[config.mk]
export PLATFORM = sky130hd
export DESIGN_NAME = ff_multi_squarer
export DESIGN_NICKNAME = d
export VERILOG_FILES = /design/src/rtl/ff_pkg.sv /design/src/rtl/ff_square_step.sv /design/src/rtl/ff_multi_squarer.sv
export SDC_FILE = /design/constraint.sdc
export NUM_CORES = 1
export LEC_CHECK = 0
export CORE_ASPECT_RATIO = 0.9
export CORE_UTILIZATION = 33
export DETAILED_ROUTE_END_ITERATION = 10
export GPL_ROUTABILITY_DRIVEN = 0
export GPL_TIMING_DRIVEN = 0
export SYNTH_ARGS = -nofsm -noshare
export SYNTH_HDL_FRONTEND = slang
export SYNTH_HIERARCHICAL = 1
export SYNTH_SLANG_ARGS = --single-unit
[constraint.sdc]
create_clock -name clk -period 3.5 [get_ports clk]
set_input_delay 0.7 -clock clk [delete_from_list [all_inputs] [get_ports clk]]
set_output_delay 0.7 -clock clk [all_outputs]
set_load 0.01 [all_outputs]
[src/rtl/ff_pkg.sv]
// ff_pkg: GF(2^M) field defaults and a generic polynomial-basis squaring function
package ff_pkg;
   localparam int                FF_M     = 163;
   localparam logic [FF_M-1:0]   FF_POLY  = 163'hC9;
   localparam int                FF_CNT_W = 8;
   localparam int                FF_K     = 1;

   // x^2 mod (x^M + POLY): spread bits, then fold the upper half back top-down
   function automatic logic [FF_M-1:0] gf_square(input logic [FF_M-1:0] x);
      logic [2*FF_M-2:0] t;
      t = '0;
      for (int i = 0; i < FF_M; i++) t[2*i] = x[i];
      for (int j = 2*FF_M-2; j >= FF_M; j--)
         if (t[j]) begin
            t    = t ^ ({{(FF_M-1){1'b0}}, FF_POLY} << (j - FF_M));
            t[j] = 1'b0;
         end
      return t[FF_M-1:0];
   endfunction
endpackage

[src/rtl/ff_square_step.sv]
// ff_square_step: K cascaded GF(2^M) squarers; tap min(K, rem) selects how many are applied
module ff_square_step #(
   parameter int             M     = ff_pkg::FF_M,
   parameter logic [M-1:0]   POLY  = ff_pkg::FF_POLY,
   parameter int             K     = ff_pkg::FF_K,
   parameter int             CNT_W = ff_pkg::FF_CNT_W
) (
   input  logic [M-1:0]     i_x,
   input  logic [CNT_W-1:0] i_rem,
   output logic [M-1:0]     o_y
);
   function automatic logic [M-1:0] sq(input logic [M-1:0] x);
      logic [2*M-2:0] t;
      t = '0;
      for (int i = 0; i < M; i++) t[2*i] = x[i];
      for (int j = 2*M-2; j >= M; j--)
         if (t[j]) begin
            t    = t ^ ({{(M-1){1'b0}}, POLY} << (j - M));
            t[j] = 1'b0;
         end
      return t[M-1:0];
   endfunction

   logic [M-1:0] w_stage [K+1];
   logic [M-1:0] w_y;

   assign w_stage[0] = i_x;

   for (genvar g = 0; g < K; g++) begin : g_sq
      assign w_stage[g+1] = sq(w_stage[g]);
   end

   // rem >= K takes the full chain; smaller rem takes an earlier tap so we never over-square
   always_comb begin
      w_y = w_stage[K];
      for (int i = 1; i < K; i++)
         if (i_rem == CNT_W'(i)) w_y = w_stage[i];
   end

   assign o_y = w_y;
endmodule

[src/rtl/ff_multi_squarer.sv]
// ff_multi_squarer: sequential GF(2^M) repeated squarer, c = a^(2^n), K squarings per clock
import ff_pkg::*;

module ff_multi_squarer #(
   parameter int             M            = FF_M,
   parameter logic [M-1:0]   POLY         = FF_POLY,
   parameter int             SQ_PER_CYCLE = FF_K,
   parameter int             CNT_W        = FF_CNT_W
) (
   input  logic             clk,
   input  logic             rst,
   input  logic             start,
   input  logic [M-1:0]     a,
   input  logic [CNT_W-1:0] n,
   output logic             ready,
   output logic             done,
   output logic [M-1:0]     c
);
   localparam logic [1:0] S_IDLE = 2'd0;
   localparam logic [1:0] S_RUN  = 2'd1;
   localparam logic [1:0] S_DONE = 2'd2;
   localparam logic [CNT_W-1:0] K_W = CNT_W'(SQ_PER_CYCLE);

   logic [1:0]       r_state;
   logic [M-1:0]     r_acc;
   logic [CNT_W-1:0] r_rem;
   logic [M-1:0]     w_next;
   logic [CNT_W-1:0] w_step;

   assign w_step = (r_rem >= K_W) ? K_W : r_rem;

   ff_square_step #(
      .M     (M),
      .POLY  (POLY),
      .K     (SQ_PER_CYCLE),
      .CNT_W (CNT_W)
   ) u_step (
      .i_x   (r_acc),
      .i_rem (r_rem),
      .o_y   (w_next)
   );

   always_ff @(posedge clk) begin
      if (rst) begin
         r_state <= S_IDLE;
         r_acc   <= '0;
         r_rem   <= '0;
      end else begin
         case (r_state)
            S_IDLE: if (start) begin
               r_acc   <= a;
               r_rem   <= n;
               r_state <= S_RUN;
            end
            S_RUN: if (r_rem != '0) begin
               r_acc <= w_next;
               r_rem <= r_rem - w_step;
            end else r_state <= S_DONE;
            default: r_state <= S_IDLE;
         endcase
      end
   end

   assign ready = (r_state == S_IDLE);
   assign done  = (r_state == S_DONE);
   assign c     = r_acc;
endmodule

==> flow_metrics.tcl <==
set metrics [dict create \
    status "complete, no violations" \
    clk_pin_slew_ps 80 \
    tritoncts "built" \
    finalSetupViolCount 0 \
    ys.warnings.count 6 \
    via_count 9016 \
    rsz0062_at_grt "false" \
    insertion_delay_ps 440 \
    hpwl_um 30400 \
    slowest_stage "dfxtp_1" \
    fin_area_mm2 0.0148 \
    yosysSeqAreaShare 0.337 \
    start_util 0.340 \
    place_area_mm2 0.0141 \
    slew_violations 0 \
    use_met3 0.0486 \
    h-tree-depth 4 \
    postCtsSetupBuffers 0 \
    num-fill-cells 2908 \
    synth_fp_nets 1218 \
    die_h_um 169 \
    layout_commonest_cell "clkdlybuf4s50_1" \
    drt-vias-per-instance 4.97 \
    cp.required_ps 2800 \
    regArea_mm2 0.00346 \
    arrival_ps 1740 \
    die_w_um 188 \
    hold_buffers 0 \
    finalCritPeriodShare 0.698 \
    synth-seq-cells 173 \
    crit_path_start_kind "flop" \
    clockBufferDepth 2 \
    grtUsageMet1 0.340 \
    grt_pass1_vias 8941 \
    dieArea_mm2 0.0318 \
    fin_skew_ps 12.8 \
    cts_sinks 173 \
    syn_area_per_cell_um2 9.85 \
    ant_nets 0 \
    worstPathCellList "clkdlybuf4s50_1" \
    ys_types 41 \
    ioPinCount 339 \
    numPortBuffers 337 \
    core_area_mm2 0.0303 \
    synth_top_area_share 0.337 \
    areaGrowthSynthToFinish_pct 43.7 \
    hold_viol_final 0 \
    fin_crit_ps 2440 \
    fin_setup_tns_ps 0 \
    cts-root-buf "clkbuf_16" \
    numCtsBuffers 17 \
    path_buf_inv 1 \
    mappedNetlistArea_mm2 0.0103 \
    top_usage_layer "met2" \
    use_met2 0.390 \
    synthArstFlopShare 0 \
    final_nets 1574 \
    antennaDiodeCount 0 \
    synth_largest_area_cell "dfxtp_1" \
    p_per_area_mw_per_mm2 667 \
    clock.fmax_mhz 409 \
    yosys-top-cells-area "dfxtp_1, mux2i_1, xnor2_1" \
    endpoint_kind "output pin" \
    grt_first_pass_wirelength_um 58500 \
    grt_start_max_net_pins 19 \
    layout_common_cells "clkdlybuf4s50_1, dfxtp_1, nor2_1" \
    rows 60 \
    vdd_ir_drop_max_mv 0.330 \
    grtUsageTotal 0.245 \
    synth-edff-count 0 \
    drtIter0Drc 570 \
    power_leakage_nw 5.57 \
    multi_input_area_mm2 0.00625 \
    maxCapViolCount 0 \
    post_drt_wl_per_cell_um 21.7 \
    ctsResizeCount 0 \
    drive_gt1_frac 0.0992 \
    hp-class "flop to flop" \
    wirelength_um 39300 \
    grt.overflow.total 0 \
    crit_type "flop to output pin" \
    synthFlopType "dfxtp_1" \
    tightestPinTransition_ps 774 \
    slew_headroom 0.484 \
    synth_cells 1043 \
    antenna_found_initial 1 \
    cp_max_fo 6 \
    firstDrtPassIters 5 \
    drc 0 \
    slowest_delay_ps 660 \
    critPathTopFamily "flip-flops" \
]
-- routing by layer --
metal	vias to the layer above	routed length [um]
li1	4366	-
met3	31	2330
met4	2	607
met5	-	16
met1	4294	18400
met2	323	17900
-- synthesized netlist by cell type (all sizes together) (2+ instances only) --
master,n
dfxtp,173
nor2,169
a211oi,164
mux2i,162
xnor2,159
xor2,83
buf,51
clkbuf,26
nand2,11
a21oi,6
nor4,4
o21ai,4
xnor3,3
a31o,2
a31oi,2
a32o,2
and2,2
nand2b,2
nand3,2
nand3b,2
nor2b,2
nor3,2
-- layout make-up --
class,instances,share of cell area
buffer,77,0.0375
clock buffer,18,0.0297
clock inverter,14,0.0118
inverter,1,0.000254
multi-input combinational,792,0.424
sequential,173,0.235
tap,403,0.0342
timing repair buffer,337,0.228
-- cell families after synthesis --
| kind of cell | after synthesis | share of synthesized area |
|---|---|---|
| xor+xnor | 245 | 0.214 |
| simple gates | 198 | 0.0787 |
| compound gates | 186 | 0.157 |
| flops | 173 | 0.337 |
| mux | 162 | 0.158 |
| buf+inv | 78 | 0.0542 |
| fa+ha+maj | 1 | 0.00122 |
-- registers in the layout, indices dropped and copies added (netlist names) --
signal	flops
c	163
r_rem	8
r_state	2
-- path summary, 6_finish.rpt --
path	cells past startpoint	endpoint	from	slack (ps)
worst max-delay path	1	c[162]	c[162]$_SDFFE_PP0P_	1060
worst min-delay path	2	c[5]$_SDFFE_PP0P_	c[5]$_SDFFE_PP0P_	530
worst max register to register	7	r_rem[4]$_SDFFE_PP0P_	r_rem[1]$_SDFFE_PP0P_	1360
worst min register to register	2	c[5]$_SDFFE_PP0P_	c[5]$_SDFFE_PP0P_	530
-- through the flow --
step	setup WS (ps)	hold slack, ps	power [mW]	instances	utilization
5_1_grt	1020	550	10.4	1815	0.488
3_5_place_dp	673	509	7.88	1783	0.468
2_1_floorplan	1640	474	5.96	1043	-
3_3_place_gp	683	506	7.85	1783	0.468
6_report	1060	527	9.85	1815	0.488
4_1_cts	1050	526	9.92	1815	0.488
-- report_power, final --
part | internal [mW] | total (mW) | switching [mW]
combinational | 2.48 | 4.50 | 2.02
sequential | 2.41 | 3.34 | 0.935
clock | 1.04 | 2.00 | 0.958
Note: power is estimated with default switching activity, not from simulation.
